## config.mk

```make
export PLATFORM = sky130hd
export DESIGN_NAME = serial_subtractor_4bits
export DESIGN_NICKNAME = d
export VERILOG_FILES = /design/src/rtl/serial_subtractor_4bits.sv
export SDC_FILE = /design/constraint.sdc
export NUM_CORES = 1
export LEC_CHECK = 0
export BUFFER_PORTS_ARGS = -buffer_cell sky130_fd_sc_hd__buf_2
export CAP_MARGIN = 20
export CORE_ASPECT_RATIO = 1.25
export CORE_MARGIN = 2
export CORE_UTILIZATION = 55
export DETAILED_ROUTE_END_ITERATION = 10
export PLACE_DENSITY = 0.82
export SLEW_MARGIN = 5
export SYNTH_ARGS = -nofsm -noshare
export SYNTH_HDL_FRONTEND = slang
export SYNTH_SLANG_ARGS = --single-unit
```

## constraint.sdc

```tcl
create_clock -name clk -period 3.1 [get_ports clk]
set_input_delay 0.62 -clock clk [delete_from_list [all_inputs] [get_ports clk]]
set_output_delay 0.62 -clock clk [all_outputs]
set_load 0.005 [all_outputs]
```

## src/rtl/serial_subtractor_4bits.sv

```systemverilog
// -----------------------------------------------------------------------------
// serial_subtractor_4bits
//
// Bit-serial binary subtractor: Diff = A - B - Bin, one bit per clock, LSB
// first. It uses a single full-subtractor cell and a borrow flip-flop. It is
// the sequential counterpart of the parallel 4-bit full adder.
//
// Optional feature macro: SERIAL_SUB_OVF_EN
//   When defined, adds the 'ovf' output. This is the signed two's-complement
//   overflow flag, updated together with Diff.
//
// Ports:
//   clk    in   rising-edge clock
//   rst_n  in   asynchronous active-low reset
//   start  in   operation request, sampled only while idle
//   A      in   minuend, captured on the accepted start
//   B      in   subtrahend, captured on the accepted start
//   Bin    in   borrow-in, captured on the accepted start
//   busy   out  high while bits are being processed (WIDTH cycles)
//   done   out  one-cycle pulse when Diff/Bout are freshly valid
//   Diff   out  registered difference, held until the next result
//   Bout   out  registered borrow-out (unsigned underflow)
//   ovf    out  (SERIAL_SUB_OVF_EN only) signed overflow, held with Diff
// -----------------------------------------------------------------------------
module serial_subtractor_4bits #(
  parameter int WIDTH = 4
) (
  input  logic             clk,
  input  logic             rst_n,
  input  logic             start,
  input  logic [WIDTH-1:0] A,
  input  logic [WIDTH-1:0] B,
  input  logic             Bin,
  output logic             busy,
  output logic             done,
  output logic [WIDTH-1:0] Diff,
  output logic             Bout
`ifdef SERIAL_SUB_OVF_EN
  ,
  output logic             ovf
`endif
);

  localparam int CW = (WIDTH > 1) ? $clog2(WIDTH) : 1;
  localparam logic [CW-1:0] LastBit = CW'(WIDTH - 1);

  typedef enum logic [1:0] {
    IDLE,
    SHIFT,
    DONE
  } state_t;

  state_t           state_q, state_d;
  logic [WIDTH-1:0] aReg_q, aReg_d;
  logic [WIDTH-1:0] bReg_q, bReg_d;
  logic [WIDTH-1:0] resReg_q, resReg_d;
  logic             borrow_q, borrow_d;
  logic [CW-1:0]    count_q, count_d;
  logic [WIDTH-1:0] diff_q, diff_d;
  logic             bout_q, bout_d;
  logic             done_q, done_d;
`ifdef SERIAL_SUB_OVF_EN
  logic             ovfBit_q, ovfBit_d;
  logic             ovf_q, ovf_d;
`endif

  // Full-subtractor cell acting on the current LSBs of the operand registers.
  logic aBit, bBit, dBit, brNext;

  always_comb begin
    aBit   = aReg_q[0];
    bBit   = bReg_q[0];
    dBit   = aBit ^ bBit ^ borrow_q;
    brNext = (~aBit & bBit) | (~(aBit ^ bBit) & borrow_q);
  end

  // Next-state and datapath logic. The outputs are loaded only in DONE, so
  // they stay stable while the next operation is in flight.
  always_comb begin
    state_d  = state_q;
    aReg_d   = aReg_q;
    bReg_d   = bReg_q;
    resReg_d = resReg_q;
    borrow_d = borrow_q;
    count_d  = count_q;
    diff_d   = diff_q;
    bout_d   = bout_q;
    done_d   = 1'b0;
`ifdef SERIAL_SUB_OVF_EN
    ovfBit_d = ovfBit_q;
    ovf_d    = ovf_q;
`endif

    case (state_q)
      IDLE: begin
        if (start) begin
          aReg_d   = A;
          bReg_d   = B;
          borrow_d = Bin;
          resReg_d = '0;
          count_d  = '0;
          state_d  = SHIFT;
        end
      end

      SHIFT: begin
        // The result enters from the MSB side, so after WIDTH shifts the
        // first (LSB) difference bit has reached bit 0.
        resReg_d = {dBit, resReg_q[WIDTH-1:1]};
        aReg_d   = aReg_q >> 1;
        bReg_d   = bReg_q >> 1;
        borrow_d = brNext;
        count_d  = count_q + CW'(1);
        if (count_q == LastBit) begin
          state_d = DONE;
`ifdef SERIAL_SUB_OVF_EN
          // On the MSB cycle the cell inputs are the operand sign bits.
          ovfBit_d = (aBit ^ bBit) & (aBit ^ dBit);
`endif
        end
      end

      DONE: begin
        diff_d  = resReg_q;
        bout_d  = borrow_q;
        done_d  = 1'b1;
`ifdef SERIAL_SUB_OVF_EN
        ovf_d   = ovfBit_q;
`endif
        state_d = IDLE;
      end

      default: state_d = IDLE;
    endcase
  end

  // State and datapath registers. The asynchronous reset aborts any
  // operation in progress and clears the visible outputs immediately.
  always_ff @(posedge clk or negedge rst_n) begin
    if (!rst_n) begin
      state_q  <= IDLE;
      aReg_q   <= '0;
      bReg_q   <= '0;
      resReg_q <= '0;
      borrow_q <= 1'b0;
      count_q  <= '0;
      diff_q   <= '0;
      bout_q   <= 1'b0;
      done_q   <= 1'b0;
`ifdef SERIAL_SUB_OVF_EN
      ovfBit_q <= 1'b0;
      ovf_q    <= 1'b0;
`endif
    end else begin
      state_q  <= state_d;
      aReg_q   <= aReg_d;
      bReg_q   <= bReg_d;
      resReg_q <= resReg_d;
      borrow_q <= borrow_d;
      count_q  <= count_d;
      diff_q   <= diff_d;
      bout_q   <= bout_d;
      done_q   <= done_d;
`ifdef SERIAL_SUB_OVF_EN
      ovfBit_q <= ovfBit_d;
      ovf_q    <= ovf_d;
`endif
    end
  end

  // Output mapping.
  always_comb begin
    busy = (state_q == SHIFT);
    done = done_q;
    Diff = diff_q;
    Bout = bout_q;
`ifdef SERIAL_SUB_OVF_EN
    ovf  = ovf_q;
`endif
  end

endmodule

```

==> results of run 1 <==
## Yosys cell counts
library cell / n / area, um^2
a22o_1: 5 / 43.8
o21a_1: 1 / 7.51
a221o_1: 3 / 30.0
nand2b_2: 1 / 8.76
nor4b_1: 1 / 8.76
mux2_2: 4 / 45.0
or2_1: 1 / 6.26
nand2b_1: 4 / 25.0
nor2_2: 1 / 6.26
dfrtp_1: 23 / 576
a21oi_1: 3 / 15.0
o22a_1: 6 / 52.6
ha_1: 1 / 12.5
inv_1: 6 / 22.5
nor2b_1: 2 / 12.5
o21ai_0: 6 / 30.0
a32o_1: 1 / 10.0
buf_4: 1 / 7.51
buf_2: 3 / 15.0
and2_1: 1 / 6.26
nand2_1: 5 / 18.8
nor2_1: 2 / 7.51
or2b_1: 1 / 7.51
fa_1: 1 / 20.0
## cell families (layout without fill, tap and decap cells)
| family | after synthesis | after routing | synth area share (%) |
|---|---|---|---|
| flip-flops | 23 | 23 | 57.9 |
| AND/OR/NAND/NOR | 19 | 19 | 10.8 |
| AO/OA/AOI/OAI | 25 | 25 | 19.0 |
| buffers and inverters | 10 | 29 | 4.53 |
| adder cells (fa/ha/maj) | 2 | 2 | 3.27 |
| multiplexers | 4 | 4 | 4.53 |
## worst max-delay path, stage by stage (launching register included)
cell     delay [ns]
dfrtp_1        0.56
nor2b_1        0.17
buf_4          0.19
buf_2          0.13
## layout by cell type (no fill, tap or decap), types with 2 or more instances in the layout
cell / instances
o21ai_0: 6
nand2b_1: 4
clkbuf_4: 3
a21oi_1: 3
buf_2: 18
a22o_1: 5
dfrtp_1: 23
nor2_1: 2
inv_1: 6
mux2_2: 4
o22a_1: 6
nand2_1: 5
a221o_1: 3
nor2b_1: 2
## metrics by stage
step | power (mW) | hold slack [ns] | util, % | std cells
2_1_floorplan | 0.851 | 0.324 | - | 83
3_3_place_gp | 0.960 | 0.456 | 62.7 | 117
3_5_place_dp | 0.986 | 0.474 | 62.7 | 117
4_1_cts | 1.12 | 0.269 | 64.3 | 121
5_1_grt | 1.21 | 0.286 | 64.3 | 121
6_report | 1.11 | 0.257 | 64.3 | 121
## state kept, by name, summed over array words and instances, names as in the netlist
register  cells
resReg_q      4
borrow_q      1
aReg_q        4
done          1
bReg_q        4
state_q       2
Diff          4
Bout          1
count_q       2
## final cells by class
type	instances	area (um^2)
Inverter	6	22.5
Sequential cell	23	576
Tap cell	19	23.8
Clock inverter	1	5.00
Fill cell	135	623
Timing Repair Buffer	19	97.6
Multi-Input combinational cell	50	374
Clock buffer	3	22.5
## power by group through the flow
stage / sequential, mW / combinational (mW) / clock [mW]
after detailed placement: 0.549 / 0.437 / 0
after CTS: 0.542 / 0.440 / 0.138
after global routing: 0.562 / 0.493 / 0.151
after global placement: 0.539 / 0.420 / 0
after floorplan: 0.518 / 0.333 / 0
final: 0.542 / 0.434 / 0.134
## per-layer routing
metal	vias to the layer above	track usage (%)	part of all wire, %
met2	14	31.3	50
met1	334	24.6	46
li1	333	-	-
met5	-	0	0
met4	0	9.38	0.81
met3	2	2.08	3.1
## worst max-delay path by stage
stage | cells past startpoint | slack, ns | end
3_5_place_dp | 3 | 1.48 | busy
5_1_grt | 3 | 0.99 | busy
6_report | 3 | 1.12 | busy
4_1_cts | 3 | 1.13 | busy
2_1_floorplan | 2 | 1.70 | busy
3_3_place_gp | 3 | 1.50 | busy
==> flow_summary.ini, run 1 <==
[global_route]
grt_pass1_vias = 656
grt_first_pass_wirelength_mm = 3.01
grt_usage_pct = 18.8
grt.overflow.total = 0
grt_antenna_before_repair = 0
grt_max_degree = 24

[power]
net-switching-power_uw = 386
p_per_area_nw_per_um2 = 990
leakage_nw = 0.556
ir_worst_vdd_mv = 0.468
pwr-share-clk_pct = 12.1
seq_power_share_pct = 48.8
combPwrFrac_pct = 39.1
switching_share_pct = 34.8
p_int_uw = 724

[worst_setup_path]
worst_r2r_path_depth = 3
critPathRequiredTime_ns = 2.48
crit_start = state_q[1]
reg2reg_to = borrow_q
critical_path_class = flip-flop to output pin
r2r_slack_ns = 1.72
arrival_ns = 1.36
cp_max_fo = 17
crit_path_start_kind = flip-flop
crit_path_end_kind = output pin
rr_startpoint = state_q[1]

[cts]
cts_hold_buf = 0
clkSinkCount = 23
clk_latency_ns = 0.30
clk_pin_slew_ns = 0.12
cts_root_buf = clkbuf_4
ctsResizeCount = 0
clk_path_buf_depth = 2
cts_tree = done
numCtsBuffers = 3
post_cts_buffers = 0
htree_levels = 1

[layout]
final_area_um2 = 1120
final_nets = 117
diodes = 0
area_growth_pct = 12.7
drive_gt1_share_pct = 28.4

[route]
dr.pass1.iters = 4
drc = 0
wl_per_cell_um = 14.4
drt_iter0_drc = 12
vias = 683
postRouteAntennaNets = 0
vias_per_cell = 5.64
routed_wl_mm = 1.74

[sta]
rsz0062_at_grt = no
final-setup-viol-count = 0
final-hold-violation-count = 0
worst_clock_skew_ns = 0.00595
finalCriticalPeriod_ns = 1.98
finalCritPeriodShare_pct = 63.8
drv_slew = 0
worst_slack_ns = 1.12
timing.fmax_ghz = 0.505
tns_ns = 0
timing.slew.headroom_pct = 67.5
worst_pin_slew_ns = 0.487

[synth]
synth_cell_types = 24
avgSynthCellArea_um2 = 12.0
seq_area_frac_synth_pct = 57.9
yosysWarnings = 0
netlist_instances = 83
ys_ff_latch = 23
synth.net_count = 97
synth_area_um2 = 995

[placement]
placed_area_um2 = 1090
pre_cts_slack_ns = 1.48
io_buffers = 18
gp_congestion = 0.772
hpwl_mm = 1.29

[die]
coreArea_um2 = 1740
die_h_um = 51.5
start_util_pct = 57.0
die_x_um = 42.0
die_area_um2 = 2170
pin_count = 19
row_count = 17

[status]
outcome = complete, no violations

[job]
maxCapViolations = 0

[hold_path]
hp-class = input port to asynchronous set/reset pin
Power figures use the tool's default switching activity.
==> run 2, diff against run 1 <==
Settings changed: CORE_UTILIZATION 55 to 47, PLACE_DENSITY 0.82 to 0.75.
Clock period 3.1 ns to 1.8 ns, I/O delays scaled along.
==> run 2 against run 1 <==
The run now ends with hold timing left. Final area rose by 0.45%. Clock skew shrank 0.0034 ns. Global-route usage shrank 4.0 points.
==> flow_summary.ini, run 2 (synthesis results as in run 1) <==
[die]
die_x_um = 45.1
die_area_um2 = 2500
row_count = 18
die_h_um = 55.4
pin_count = 19
coreArea_um2 = 1980
start_util_pct = 50.2

[status]
violations = hold timing
outcome = complete, but fails checks

[global_route]
grt_usage_pct = 14.8
grt.overflow.total = 0
grt_antenna_before_repair = 0
grt_pass1_vias = 646
grt_max_degree = 24
grt_first_pass_wirelength_mm = 2.82

[sta]
tns_ns = 0
worst_slack_ns = 0.213
finalCriticalPeriod_ns = 1.59
timing.slew.headroom_pct = 67.6
drv_slew = 0
final-hold-violation-count = 23
timing.fmax_ghz = 0.630
worst_clock_skew_ns = 0.00256
rsz0062_at_grt = no
final-setup-viol-count = 0
worst_pin_slew_ns = 0.486
finalCritPeriodShare_pct = 88.2
whs_ns = -0.00744

[placement]
post-place-cells = 118
hpwl_mm = 1.25
pre_cts_slack_ns = 0.365
io_buffers = 18
gp_congestion = 0.732

[layout]
final_cell_mix = 22 x dfrtp_1, 18 x buf_2, 6 x inv_1, 6 x o22a_1, 6 x o21ai_0
diodes = 0
drive_gt1_share_pct = 30.4
final_cells = 122
area_growth_pct = 13.2
final_common_cell = dfrtp_1
nFillCells = 176
final_nets = 117

[power]
ir_worst_vdd_mv = 0.756
leakage_nw = 0.556
net-switching-power_uw = 652
p_int_mw = 1.25
pwr-share-clk_pct = 12.3
total_power_mw = 1.90
p_per_area_nw_per_um2 = 1690
seq_power_share_pct = 48.9
combPwrFrac_pct = 38.8
switching_share_pct = 34.3

[cts]
clk_pin_slew_ns = 0.12
clkSinkCount = 23
htree_levels = 1
cts_tree = done
clk_path_buf_depth = 2
cts_root_buf = clkbuf_4
cts_hold_buf = 0
clk_latency_ns = 0.30
numCtsBuffers = 3

[route]
routed_wl_mm = 1.64
postRouteAntennaNets = 0
vias = 686
vias_per_cell = 5.62
wl_per_cell_um = 13.4
drt_iter0_drc = 5
drc = 0
dr.pass1.iters = 3

[worst_setup_path]
critical_path_class = flip-flop to output pin
cp_max_fo = 17
arrival_ns = 1.23
crit_start = state_q[1]
critPathRequiredTime_ns = 1.44
crit_path_start_kind = flip-flop
rr_startpoint = state_q[1]
crit_path_end_kind = output pin

[hold_path]
hp-class = input port to asynchronous set/reset pin

[job]
maxCapViolations = 0
[run 2: cell counts in the layout (fill, tap and decap cells not counted)]
Identical to the previous run, type by type.
[run 2: metrics by stage]
| stage | utilization, % | area [um^2] | hold WS, ns |
|---|---|---|---|
| global placement | 55.2 | 1090 | 0.354 |
| detailed placement | 55.2 | 1090 | 0.358 |
| CTS | 56.6 | 1120 | 0.0142 |
| floorplan | - | 995 | 0.0644 |
| global route | 56.8 | 1130 | 0.0239 |
| finish | 56.8 | 1130 | -0.00744 |
[run 2: path summary, 6_finish.rpt]
path / end / slack (ns) / cells after the start
max: busy / 0.21 / 2
min: Bout / -0.007 / 1
max reg2reg: Diff[0] / 0.53 / 2
min reg2reg: Bout / 0.50 / 2
max in group asynchronous: state_q[1] / 1.45 / 1
min in group clk: bReg_q[3] / 0.29 / 3
[run 2: layout make-up]
| type | count | area [um^2] | share of cell area [%] |
|---|---|---|---|
| Inverter | 6 | 22.5 | 2.00 |
| Sequential cell | 23 | 577 | 51.2 |
| Tap cell | 20 | 25.0 | 2.22 |
| Clock inverter | 1 | 5.00 | 0.444 |
| Multi-Input combinational cell | 50 | 377 | 33.4 |
| Timing Repair Buffer | 19 | 97.6 | 8.67 |
| Clock buffer | 3 | 22.5 | 2.00 |
[run 2: power by group through the flow]
stage | clock network, mW | logic, mW | registers, mW
floorplan | 0 | 0.574 | 0.891
global placement | 0 | 0.730 | 0.930
detailed placement | 0 | 0.747 | 0.943
CTS | 0.238 | 0.750 | 0.930
global route | 0.264 | 0.846 | 0.963
finish | 0.233 | 0.737 | 0.930
[run 2: critical path: stages, from the launching register on]
cell,delay (ns)
dfrtp_2,0.53
nor2b_2,0.24
buf_2,0.15
[run 2: timing repair]
item,CTS,global route
buffers inserted,0,0
endpoints found under the setup margin,0,1
gates resized for setup,0,2
hold endpoints to repair,0,0
[run 2: layer usage]
layer | vias to the layer above | share of wire [%] | track usage [%]
li1 | 333 | - | -
met1 | 332 | 46 | 20.5
met2 | 17 | 48 | 22.0
met3 | 4 | 4.2 | 3.27
met4 | 0 | 1.3 | 6.30
met5 | - | 0 | 0
==> run 3, diff against run 2 <==
Settings changed: GPL_TIMING_DRIVEN set to 0.
==> run 3 against run 2 <==
Fmax fell by 6.9%. Core utilization rose by 0.63 points. Largest cell class unchanged. The flow now finishes without violations. Largest power group unchanged. Global-route usage rose by 1.2 points.
==> flow_summary.ini, run 3 (synthesis results as in run 1) <==
[sta]
worst_pin_slew_ns = 0.498
finalCritPeriodShare_pct = 94.8
tns_ns = 0
timing.fmax_ghz = 0.586
timing.slew.headroom_pct = 66.8
rsz0062_at_grt = no
drv_slew = 0
final-hold-violation-count = 0
worst_slack_ns = 0.0943
worst_clock_skew_ns = 0.00729
finalCriticalPeriod_ns = 1.71
final-setup-viol-count = 0

[cts]
clk_pin_slew_ns = 0.12
clk_latency_ns = 0.30
htree_levels = 1
cts_root_buf = clkbuf_4
cts_hold_buf = 0
clkSinkCount = 23
cts_tree = done
clk_path_buf_depth = 2
ctsResizeCount = 0
post_cts_buffers = 0
numCtsBuffers = 3

[power]
p_per_area_nw_per_um2 = 1670
pwr-share-clk_pct = 12.1
combPwrFrac_pct = 39.8
ir_worst_vdd_mv = 0.930
net-switching-power_uw = 648
p_int_mw = 1.25
total_power_mw = 1.90
seq_power_share_pct = 48.2
leakage_nw = 0.567
switching_share_pct = 34.1

[global_route]
grt_max_degree = 24
grt.overflow.total = 0
grt_antenna_before_repair = 0
grt_usage_pct = 16.0
grt_pass1_vias = 710
grt_first_pass_wirelength_mm = 3.01

[die]
die_area_um2 = 2500
pin_count = 19
coreArea_um2 = 1980
row_count = 18
die_x_um = 45.1
die_h_um = 55.4
start_util_pct = 50.2

[job]
maxCapViolations = 0

[hold_path]
hp-class = input port to asynchronous set/reset pin

[layout]
final_common_cell = dfrtp_1
final_nets = 120
area_growth_pct = 14.5
final_area_um2 = 1140
drive_gt1_share_pct = 31.4
final_cells = 125
diodes = 0
final_cell_mix = 22 x dfrtp_1, 21 x buf_2, 6 x inv_1, 6 x o22a_1, 6 x o21ai_0

[route]
vias_per_cell = 5.66
dr.pass1.iters = 4
wl_met1_um = 720
wl_met3_um = 73
wl_met2_um = 884
vias = 707
drt_iter0_drc = 12
drc = 0
topRoutingLayerUsed = met4
routed_wl_mm = 1.71
postRouteAntennaNets = 0
wl_per_cell_um = 13.6

[placement]
gp_congestion = 0.787
post-place-cells = 121
placed_area_um2 = 1110
io_buffers = 18
pre_cts_slack_ns = 0.406
hpwl_mm = 1.28

[worst_setup_path]
arrival_ns = 1.35
cp_max_fo = 10
crit_path_start_kind = flip-flop
critPathRequiredTime_ns = 1.44
critical_path_class = flip-flop to output pin
crit_path_end_kind = output pin

[status]
outcome = complete, no violations
## run 3: stage by stage
step           hold WS, ns  util (%)
6_report          0.000211      57.4
5_1_grt             0.0241      57.4
4_1_cts             0.0112      57.4
3_5_place_dp         0.357      56.0
3_3_place_gp         0.351      56.0
2_1_floorplan       0.0644         -
## run 3: worst max-delay path: stages, from the launching register on
cell	delay, ns
dfrtp_1	0.48
nor2b_1	0.23
buf_4	0.21
buf_2	0.12
## run 3: layout make-up
class                           instances  area, um^2
Multi-Input combinational cell         50         374
Tap cell                               20        25.0
Clock inverter                          1        5.00
Buffer                                  4        22.5
Inverter                                6        22.5
Sequential cell                        23         577
Fill cell                             166         843
Timing Repair Buffer                   18        90.1
Clock buffer                            3        22.5
## run 3: layer usage
layer / vias to the layer above / track usage, %
li1: 340 / -
met1: 343 / 19.9
met3: 4 / 2.94
met4: 0 / 6.30
met5: - / 0
met2: 20 / 26.5
## run 3: worst paths after layout
check / slack [ns] / startpoint / depth (start not counted) / to
worst min register to register: 0.48 / count_q[0] / 1 / count_q[0]
max in group asynchronous: 1.44 / rst_n / 1 / state_q[0]
worst max-delay path: 0.09 / state_q[1] / 3 / busy
min in group clk: 0.29 / B[3] / 3 / bReg_q[3]
worst min-delay path: 0.0002 / rst_n / 1 / Diff[3]
worst max register to register: 0.48 / state_q[1] / 4 / bReg_q[2]
## run 3: power by group through the flow
stage / logic, mW / clock network, mW / registers (mW)
floorplan: 0.574 / 0 / 0.891
detailed placement: 0.773 / 0 / 0.932
CTS: 0.774 / 0.239 / 0.919
global route: 0.858 / 0.262 / 0.954
finish: 0.757 / 0.230 / 0.917
global placement: 0.751 / 0 / 0.916
